<file path="src/rtl/bin2bcd_pkg.sv">
// Shared types and constants for the sequential binary-to-BCD converter.
package bin2bcd_pkg;

  typedef enum logic [1:0] {
    IDLE   = 2'd0,
    SHIFT  = 2'd1,
    FINISH = 2'd2
  } state_e;

  localparam logic [3:0] DIGIT_BLANK = 4'hF;

  // Overflow threshold: the first value that needs more than n decimal digits.
  function automatic int unsigned pow10(input int unsigned n);
    int unsigned r;
    r = 1;
    for (int unsigned i = 0; i < n; i++) r = r * 10;
    return r;
  endfunction

endpackage

</file>
<file path="src/rtl/bin2bcd_seq_if.sv">
// Start/busy/done handshake bundle between the value producer and bin2bcd_seq.
// start is sampled only while the converter is idle; done pulses one cycle when bcd_out/overflow update.
interface bin2bcd_seq_if #(
  parameter int BIN_W  = 16,
  parameter int DIGITS = 4
);
  logic                  start;
  logic [BIN_W-1:0]      bin_in;
  logic                  busy;
  logic                  done;
  logic [4*DIGITS-1:0]   bcd_out;
  logic                  overflow;
  logic [1:0]            state_dbg;

  modport master (
    output start, bin_in,
    input  busy, done, bcd_out, overflow, state_dbg
  );

  modport slave (
    input  start, bin_in,
    output busy, done, bcd_out, overflow, state_dbg
  );
endinterface

</file>
<file path="src/rtl/bcd_add3_digit.sv">
// Double-dabble digit adjust: add 3 to a BCD digit that is 5 or more.
module bcd_add3_digit (
  input  logic [3:0] din,
  output logic [3:0] dout
);
  assign dout = (din >= 4'd5) ? din + 4'd3 : din;
endmodule

</file>
<file path="src/rtl/bin2bcd_seq.sv">
// Sequential binary-to-BCD converter (shift-and-add-3, one bit per clock).
// Define BIN2BCD_LEADING_ZERO_BLANK_EN to blank leading zero digits above digit 0.
module bin2bcd_seq
  import bin2bcd_pkg::*;
#(
  parameter int BIN_W  = 16,
  parameter int DIGITS = 4
) (
  input  logic          clk,
  input  logic          rst_n,
  bin2bcd_seq_if.slave  bus
);

  localparam int BCD_W = 4 * DIGITS;
  localparam int CNT_W = $clog2(BIN_W + 1);
  localparam logic [BIN_W:0] OVF_THRESH = (BIN_W + 1)'(pow10(DIGITS));

  state_e             state_q, state_d;
  logic [BIN_W-1:0]   shift_q, shift_d;
  logic [BCD_W-1:0]   scratch_q, scratch_d;
  logic [CNT_W-1:0]   cnt_q, cnt_d;
  logic               ovf_pend_q, ovf_pend_d;
  logic               busy_q, busy_d;
  logic               done_q, done_d;
  logic [BCD_W-1:0]   bcd_q, bcd_d;
  logic               overflow_q, overflow_d;

  logic [BCD_W-1:0]   scratch_adj;
  logic [BCD_W-1:0]   fin_digits;

  for (genvar g = 0; g < DIGITS; g++) begin : g_adj
    bcd_add3_digit u_adj (
      .din  (scratch_q[4*g +: 4]),
      .dout (scratch_adj[4*g +: 4])
    );
  end

`ifdef BIN2BCD_LEADING_ZERO_BLANK_EN
  // Scan from the top digit down; blank zeros until the first nonzero digit.
  always_comb begin
    logic leading;
    leading    = 1'b1;
    fin_digits = scratch_q;
    for (int i = DIGITS - 1; i >= 1; i--) begin
      if (leading && (scratch_q[4*i +: 4] == 4'd0)) begin
        fin_digits[4*i +: 4] = DIGIT_BLANK;
      end else begin
        leading = 1'b0;
      end
    end
  end
`else
  assign fin_digits = scratch_q;
`endif

  always_comb begin
    state_d    = state_q;
    shift_d    = shift_q;
    scratch_d  = scratch_q;
    cnt_d      = cnt_q;
    ovf_pend_d = ovf_pend_q;
    busy_d     = busy_q;
    done_d     = 1'b0;
    bcd_d      = bcd_q;
    overflow_d = overflow_q;

    case (state_q)
      IDLE: begin
        if (bus.start) begin
          shift_d    = bus.bin_in;
          scratch_d  = '0;
          cnt_d      = CNT_W'(BIN_W);
          ovf_pend_d = ({1'b0, bus.bin_in} >= OVF_THRESH);
          busy_d     = 1'b1;
          state_d    = SHIFT;
        end
      end
      SHIFT: begin
        // The bit leaving the top digit is dropped; overflow was decided at capture.
        {scratch_d, shift_d} = {scratch_adj, shift_q} << 1;
        cnt_d = cnt_q - CNT_W'(1);
        if (cnt_q == CNT_W'(1)) state_d = FINISH;
      end
      FINISH: begin
        bcd_d      = ovf_pend_q ? {DIGITS{DIGIT_BLANK}} : fin_digits;
        overflow_d = ovf_pend_q;
        done_d     = 1'b1;
        busy_d     = 1'b0;
        state_d    = IDLE;
      end
      default: state_d = IDLE;
    endcase
  end

  always_ff @(posedge clk or negedge rst_n) begin
    if (!rst_n) begin
      state_q    <= IDLE;
      shift_q    <= '0;
      scratch_q  <= '0;
      cnt_q      <= '0;
      ovf_pend_q <= 1'b0;
      busy_q     <= 1'b0;
      done_q     <= 1'b0;
      bcd_q      <= '0;
      overflow_q <= 1'b0;
    end else begin
      state_q    <= state_d;
      shift_q    <= shift_d;
      scratch_q  <= scratch_d;
      cnt_q      <= cnt_d;
      ovf_pend_q <= ovf_pend_d;
      busy_q     <= busy_d;
      done_q     <= done_d;
      bcd_q      <= bcd_d;
      overflow_q <= overflow_d;
    end
  end

  assign bus.busy      = busy_q;
  assign bus.done      = done_q;
  assign bus.bcd_out   = bcd_q;
  assign bus.overflow  = overflow_q;
  assign bus.state_dbg = state_q;

endmodule

</file>
<file path="src/flat_wrapper.sv">
// flat-port wrapper written by rule: the top's interface ports become plain ports
module bin2bcd_seq_flat import bin2bcd_pkg::*;
#(
  parameter int BIN_W  = 16,
  parameter int DIGITS = 4
)
  (clk, rst_n, bus_start, bus_bin_in, bus_busy, bus_done, bus_bcd_out, bus_overflow, bus_state_dbg);
  bin2bcd_seq_if #(.BIN_W(BIN_W), .DIGITS(DIGITS)) bus_i ();
  input  logic clk;
  input  logic rst_n;
  input wire logic [$bits(bus_i.start)-1:0] bus_start;
  input wire logic [$bits(bus_i.bin_in)-1:0] bus_bin_in;
  output wire logic [$bits(bus_i.busy)-1:0] bus_busy;
  output wire logic [$bits(bus_i.done)-1:0] bus_done;
  output wire logic [$bits(bus_i.bcd_out)-1:0] bus_bcd_out;
  output wire logic [$bits(bus_i.overflow)-1:0] bus_overflow;
  output wire logic [$bits(bus_i.state_dbg)-1:0] bus_state_dbg;
  assign bus_i.start = bus_start;
  assign bus_i.bin_in = bus_bin_in;
  assign bus_busy = bus_i.busy;
  assign bus_done = bus_i.done;
  assign bus_bcd_out = bus_i.bcd_out;
  assign bus_overflow = bus_i.overflow;
  assign bus_state_dbg = bus_i.state_dbg;
  bin2bcd_seq #(.BIN_W(BIN_W), .DIGITS(DIGITS)) u_core (.clk(clk), .rst_n(rst_n), .bus(bus_i));
endmodule
</file>
<file path="config.mk">
export PLATFORM = sky130hd
export DESIGN_NAME = bin2bcd_seq_flat
export DESIGN_NICKNAME = d
export VERILOG_FILES = /design/src/rtl/bin2bcd_pkg.sv /design/src/rtl/bin2bcd_seq_if.sv /design/src/rtl/bcd_add3_digit.sv /design/src/rtl/bin2bcd_seq.sv /design/src/flat_wrapper.sv
export SDC_FILE = /design/constraint.sdc
export NUM_CORES = 1
export LEC_CHECK = 0
export ABC_AREA = 0
export CAP_MARGIN = 20
export CORE_MARGIN = 3
export CORE_UTILIZATION = 55
export CTS_CLUSTER_SIZE = 40
export DETAILED_ROUTE_END_ITERATION = 6
export GPL_ROUTABILITY_DRIVEN = 1
export PLACE_DENSITY = 0.78
export SLEW_MARGIN = 10
export SYNTH_ARGS = -nofsm -noshare
export SYNTH_HDL_FRONTEND = slang
export SYNTH_SLANG_ARGS = --single-unit
</file>
<file path="constraint.sdc">
create_clock -name clk -period 4.05 [get_ports clk]
set_input_delay 0.81 -clock clk [delete_from_list [all_inputs] [get_ports clk]]
set_output_delay 0.81 -clock clk [all_outputs]
set_load 0.02 [all_outputs]
</file>
==> qor.yml <==
slew_headroom_pct: 46.09
cts_resized: 0
synthArstFlopShare_pct: 100.0
hold_buffers: 0
yosys_warnings: 0
path_max_fanout: 25
core_area_mm2: 0.005172
maxCapViolations: 0
vias: 2342
slew_viol_final: 0
finalCritPeriodShare_pct: 68.25
gr-total-overflow: 0
fin_skew_ps: 4.198
cts_made_buffers: 9
cts_tree: "done"
synth_ff_type: "dfrtp_1"
via_per_inst: 5.671
cp-endpoint: "bus_state_dbg[1]"
syn-num-nets: 331
crit_type: "register to output pin"
synth_enable_flop_cells: 0
critPathCaptureType: "output pin"
pin_count: 40
drive_gt1_share_pct: 7.872
ctsRootBufferMaster: "clkbuf_8"
grt_usage_pct: 21.80
status: "completed"
min_period_ps: 2764
chipHeight_um: 79.77
arrival_ps: 1950
yosysUniqueCellTypes: 42
die_w_um: 79.77
tightestPinTransition_ps: 808.6
final-setup-viol-count: 0
clock-sinks: 59
dr.pass1.iters: 4
h-tree-depth: 3
instances_no_fill: 413
reg2reg_to: "u_core.cnt_q[3]"
grt_max_degree: 37
max_stage_delay_ps: 870
diodes: 0
antenna_left: 0
drc: 0
hold_path.class: "register to register"
hold_violations: 0
synthToLayoutAreaGrowth_pct: 20.07
cts_buffer_depth: 2
initial_utilization_pct: 57.86
synth.avg_cell_area_um2: 9.910
dpl.hpwl_um: 4212
r2r-start: "u_core.bus.state_dbg[0]"
vdd_drop_max_mv: 0.3510
rr_worst_depth: 3
port_buffers: 39
synthesis.area_mm2: 0.002993
synth_top_cell_by_area: "dfrtp_1"
grt_first_pass_wirelength_um: 10630
cp-startpoint: "u_core.bus.state_dbg[1]"
wl_per_cell_um: 14.88
p_per_area_mw_per_mm2: 693.2
antenna_found_initial: 0
ys_seq_area_share_pct: 49.33
nNetsFinal: 367
worstPathRequired_ps: 3240
die_area_mm2: 0.006362
postCtsSetupBuffers: 0
fmax_mhz: 361.8
dpl.cell_count: 396
drt_wl_total_um: 6144
synthCells: 302
slowest_stage: "dfrtp_1"
start_kind: "register"
regToRegSetupSlack_ps: 2110
synth.area.top_cells: "dfrtp_1, o21ai_0, ha_1"
synth-seq-cells: 59
clk_latency_ps: 330
rsz0062_at_grt: "false"
grt_pass1_vias: 2294
worst-path-stages: 1
crit_chain: "clkdlybuf4s50_1"
synth_top_area_share_pct: 49.33
rows: 26
drt_iter0_drc: 171
crit_buf_inv: 1
tns_ps: 0
leakagePower_nw: 1.578
place.gp.congestion: 0.7848
clkTransAtPathRegs_ps: 60
holdWs_ps: 474.2
critical_path.top_delay_family: "flip-flops"
synth_stat cells (5+ instances only):
| master | count |
|---|---|
| o21ai_1 | 5 |
| o2111ai_1 | 8 |
| nand2_1 | 29 |
| and2b_1 | 5 |
| nand2b_1 | 6 |
| nor2_1 | 17 |
| ha_1 | 10 |
| o211ai_1 | 5 |
| buf_2 | 7 |
| a21oi_1 | 15 |
| dfrtp_1 | 59 |
| nor2b_1 | 15 |
| o21ai_0 | 33 |
| a22oi_1 | 15 |
| inv_1 | 20 |
per-stage QoR:
step / area, um2 / setup slack [ps] / util (%) / power (W)
5_1_grt: 3593 / 1169 / 69.47 / 0.002687
2_1_floorplan: 2993 / 2378 / - / 0.001646
4_1_cts: 3578 / 1271 / 69.18 / 0.002499
3_3_place_gp: 3371 / 1450 / 65.17 / 0.001887
3_5_place_dp: 3371 / 1410 / 65.17 / 0.001924
6_report: 3593 / 1286 / 69.47 / 0.002491
final cells by class:
| type | instances | area, um2 |
|---|---|---|
| clock buffers | 10 | 127.6 |
| fillers | 410 | 1579 |
| multi-input cells | 204 | 1316 |
| clock inverters | 6 | 80.08 |
| repair buffers | 44 | 430.4 |
| well taps | 70 | 87.58 |
| inverters | 20 | 75.07 |
| flip-flops and latches | 59 | 1476 |
layer usage:
| layer | vias up | track usage (%) | share of wire, % |
|---|---|---|---|
| met1 | 1142 | 28.74 | 47 |
| met3 | 8 | 7.562 | 4.2 |
| li1 | 1147 | - | - |
| met5 | - | 0 | 0 |
| met4 | 0 | 8.108 | 1.5 |
| met2 | 45 | 33.22 | 47 |
where the power goes:
part / total [W] / internal (W) / switching [W] / leakage (nW)
registers: 0.00100 / 0.000792 / 0.000208 / 0.763
clock network: 0.000561 / 0.000342 / 0.000219 / 0.110
logic: 0.000930 / 0.000439 / 0.000490 / 0.705
total: 0.00249 / 0.00157 / 0.000917 / 1.58
state kept, by name, indices dropped and copies added (netlist names):
register,flops
u_core.bus.bcd_out,16
u_core.bus.busy,1
u_core.shift_q,16
u_core.bus.state_dbg,2
u_core.fin_digits,16
u_core.bus.overflow,1
u_core.cnt_q,5
u_core.bus.done,1
u_core.ovf_pend_q,1
cell usage in the layout, fill, tap and decap left out, drive strengths merged, types with 2 or more instances in the layout:
| cell | netlist | routed |
|---|---|---|
| bufinv | 0 | 2 |
| inv | 20 | 20 |
| o31ai | 4 | 4 |
| o21a | 4 | 4 |
| nor4 | 2 | 2 |
| buf | 15 | 6 |
| a41oi | 2 | 2 |
| o32ai | 3 | 3 |
| a32o | 4 | 4 |
| o21ai | 38 | 38 |
| a21oi | 15 | 15 |
| nor2b | 16 | 16 |
| nand2b | 6 | 6 |
| nor2 | 17 | 17 |
| o2111ai | 8 | 8 |
| nand2 | 29 | 29 |
| clkbuf | 4 | 10 |
| xnor2 | 3 | 3 |
| o221ai | 4 | 4 |
| and2b | 5 | 5 |
| dfrtp | 59 | 59 |
| ha | 10 | 10 |
| o211ai | 5 | 5 |
| clkinv | 0 | 4 |
| clkdlybuf4s50 | 0 | 38 |
| a22oi | 15 | 15 |
kinds of logic after synthesis:
logic type	synth area share, %
AOI/OAI and AO/OA	24.16
and+or+nand+nor	14.05
DFF	49.33
buffers and inverters	6.689
adders and majority gates	4.181
xor gates and xnor gates	0.8781
muxes	0.7107
worst reg2reg max path: stages, from the launching register on:
cell	delay, ps
dfrtp_1	830
nand2b_1	460
nor4_1	350
mux2i_1	220
how the worst min path moves through the flow:
| stage | startpoint | slack (ps) | depth (start not counted) | endpoint |
|---|---|---|---|---|
| after floorplan | u_core.cnt_q[3] | 450 | 1 | u_core.cnt_q[3] |
| after global placement | u_core.bus.bcd_out[9] | 460 | 2 | u_core.bus.bcd_out[9] |
| after detailed placement | u_core.bus.bcd_out[10] | 470 | 2 | u_core.bus.bcd_out[10] |
| after CTS | u_core.bus.bcd_out[10] | 480 | 2 | u_core.bus.bcd_out[10] |
| after global routing | u_core.bus.bcd_out[0] | 500 | 2 | u_core.bus.bcd_out[0] |
| final | u_core.bus.bcd_out[10] | 470 | 2 | u_core.bus.bcd_out[10] |
Note: power is estimated with default switching activity, not from simulation.
==> edit (config.mk and constraints unchanged) <==
`BIN_W` is set to 16 in 3 places; all go to 32.
--- a/src/rtl/bin2bcd_seq_if.sv
+++ b/src/rtl/bin2bcd_seq_if.sv
@@ -2,5 +2,5 @@
 // start is sampled only while the converter is idle; done pulses one cycle when bcd_out/overflow update.
 interface bin2bcd_seq_if #(
-  parameter int BIN_W  = 16,
+  parameter int BIN_W  = 32,
   parameter int DIGITS = 4
 );
--- a/src/rtl/bin2bcd_seq.sv
+++ b/src/rtl/bin2bcd_seq.sv
@@ -4,5 +4,5 @@
   import bin2bcd_pkg::*;
 #(
-  parameter int BIN_W  = 16,
+  parameter int BIN_W  = 32,
   parameter int DIGITS = 4
 ) (
--- a/src/flat_wrapper.sv
+++ b/src/flat_wrapper.sv
@@ -2,5 +2,5 @@
 module bin2bcd_seq_flat import bin2bcd_pkg::*;
 #(
-  parameter int BIN_W  = 16,
+  parameter int BIN_W  = 32,
   parameter int DIGITS = 4
 )
Ports: changed (resized bus_bin_in); port bits go from 40 to 56. The function was not compared with the original's and may differ.
==> edit against the unedited design <==
Setup slack better by 470 ps. Final area grew 17%. Sequential cell count is 17 higher. Core utilization about the same. Clock skew grew 3.9 ps. Critical path depth increased by 4. Area after synthesis increased by 16%. Routed wire length is 13% higher.
Power is not compared: it rests on default switching activity, and its combinational part moved more than twofold at a synthesized area within 25%.
==> edit: results (changes against the unedited design) <==
stage;metric;value;unit;change
routing;First-pass DRT Iterations;4;;unchanged
critical_path;CP peak stage delay;590;ps;-280 ps
routing;Met3 Routed Length;283;um;+8.8%
routing;DRT iter0 DRCs;183;;+7.0%
critical_path;Crit. End Element;flop;;
global_routing;first-pass GRT wire length;11.9;mm;+12%
pwr;Peak VDD IR;0.000225;V;
hold_path;min-delay src;u_core.bus.bcd_out[10]$_DFFE_PN0P_;;
routing;DRT met1 WL;3.20;mm;+11%
placed_design;DPL Wire Length;4.68;mm;+11%
pwr;Sw Share;29.7;%;
global_routing;total global-route track usage;20.3;%;-1.5 points
synth;ys async rst share;100;%;unchanged
clocking;clock transition at the registers of the reported paths;70;ps;
synth;top cells by count, synth;76 x dfrtp_1, 54 x nand2_1, 54 x nor2_1;;
critical_path;reg2reg start;u_core.bus.state_dbg[1]$_DFFE_PN0P_;;
critical_path;CP max-delay cell;or3b_1;;
sta;skew final;8.07;ps;+3.87 ps
synth;Yosys cell types;35;;-17%
routing;max layer used;met4;;
global_routing;antenna violations before repair;0;;unchanged
critical_path;CP top delay family;buffers and inverters;;
hold_path;HP Class;flop to flop;;
synth;yosys warns;0;;unchanged
outcome;outcome;complete, no violations;;
finish;Layout Nets;452;;+23%
placed_design;Port Buf Inserts;55;;+41%
critical_path;Critical Path AT;2510;ps;+560 ps
clocking;maximum clock insertion buffer count;2;;unchanged
placed_design;GP Congestion;0.812;;+3.4%
critical_path;Critical Path Fanout Max;26;;+4.0%
synth;post-synth net total;405;;+22%
critical_path;Worst Setup SP;bus_start;;
synth;Synth area leaders;dfrtp_1 55%, nand2_1 5.8%, nor2_1 5.8%, o21ai_0 4.5%, ha_1 3.6%;;
routing;Via density;5.60;;-1.2%
routing;Routed Wire Length;6.92;mm;+13%
finish;Largest Register;u_core.shift_q;;
clocking;# H-tree levels;3;;unchanged
clocking;worst skew pair latency;340;ps;
routing;Met2 Routed Length;3.36;mm;+15%
clocking;root buffer cell;clkbuf_8;;
clocking;cts repair resizes;0;;unchanged
global_routing;largest net degree at the start of global routing;77;;+110%
finish;max reg flops;32;;
finish;layout cells sized above 1;6.33;%;-1.5 points
finish;fillers;486;;+19%
finish;ANT cells;0;;unchanged
pwr;leakage power;1.97;nW;
clocking;# Post-CTS Setup Buffers;0;;unchanged
sta;worst slew pin tran;1020;ps;+208 ps
clocking;CTS Buf Count;9;;unchanged
synth;sequential share of the synthesized area;54.6;%;+5.2 points
global_routing;vias in the first global route;2675;;+17%
-- edit: cell count changes after synthesis, sizes merged, moves of 13 or more --
cell   before  now
nor2       17   54
nand2      29   55
dfrtp      59   76
o22ai       1   17
nor2b      16    1
nand3       1   14
-- edit: final timing paths --
| check | to | slack (ps) | depth (start not counted) |
|---|---|---|---|
| setup / recovery | u_core.shift_q[12]$_DFFE_PN0P_ | 1760 | 5 |
| hold / removal | u_core.bus.bcd_out[10]$_DFFE_PN0P_ | 480 | 2 |
| setup reg to reg | u_core.fin_digits[3]$_DFFE_PN0P_ | 2050 | 4 |
| hold reg to reg | u_core.bus.bcd_out[10]$_DFFE_PN0P_ | 480 | 2 |
| max in group asynchronous | u_core.shift_q[27]$_DFFE_PN0P_ | 2840 | 1 |
| min in group asynchronous | u_core.cnt_q[2]$_DFFE_PN0P_ | 590 | 1 |
-- edit: layer usage --
metal  vias up  global-route usage (%)
li1       1345                       -
met3         8                    4.42
met4         0                    7.77
met5         -                       0
met1      1305                    27.0
met2        65                    32.8
-- edit: logic make-up (layout without fill, tap and decap cells) --
group	count (synthesis)	count (layout)	synth area share, %
DFF	76	76	54.6
AOI/OAI and AO/OA	85	85	15.8
muxes	5	5	1.62
xor gates and xnor gates	8	8	2.01
buffers and inverters	34	85	4.56
and+or+nand+nor	142	142	17.9
adders and majority gates	10	10	3.59
-- edit: layout make-up --
type | instances | area [um^2] | area share [%]
flip-flops and latches | 76 | 1900 | 45.4
clock buffers | 12 | 135 | 3.23
clock inverters | 3 | 15.0 | 0.359
multi-input cells | 250 | 1430 | 34.1
inverters | 12 | 45.0 | 1.08
well taps | 75 | 93.8 | 2.24
repair buffers | 58 | 571 | 13.6
-- edit: worst register-to-register path, stage by stage, from the launching register on --
cell,delay (ps)
dfrtp_1,430
nand2b_2,680
nand2_8,430
o31ai_1,120
a32o_1,240
-- edit: per-stage QoR --
step / cells / cell area (um^2) / setup WS (ps) / util [%] / hold WS (ps)
after floorplan: 360 / 3480 / 2200 / - / 446
after global placement: 471 / 4040 / 1440 / 67.0 / 460
after detailed placement: 471 / 4040 / 1410 / 67.0 / 464
after CTS: 486 / 4190 / 1740 / 69.5 / 486
after global routing: 486 / 4190 / 1630 / 69.5 / 499
final: 486 / 4190 / 1760 / 69.5 / 479
-- edit: power groups by stage --
| stage | Clock [mW] | Sequential (mW) | Combinational [mW] |
|---|---|---|---|
| after floorplan | 0 | 0.909 | 0.303 |
| after CTS | 0.485 | 0.924 | 0.409 |
| final | 0.471 | 0.925 | 0.404 |
| after global routing | 0.518 | 0.935 | 0.460 |
| after global placement | 0 | 0.934 | 0.381 |
| after detailed placement | 0 | 0.938 | 0.407 |
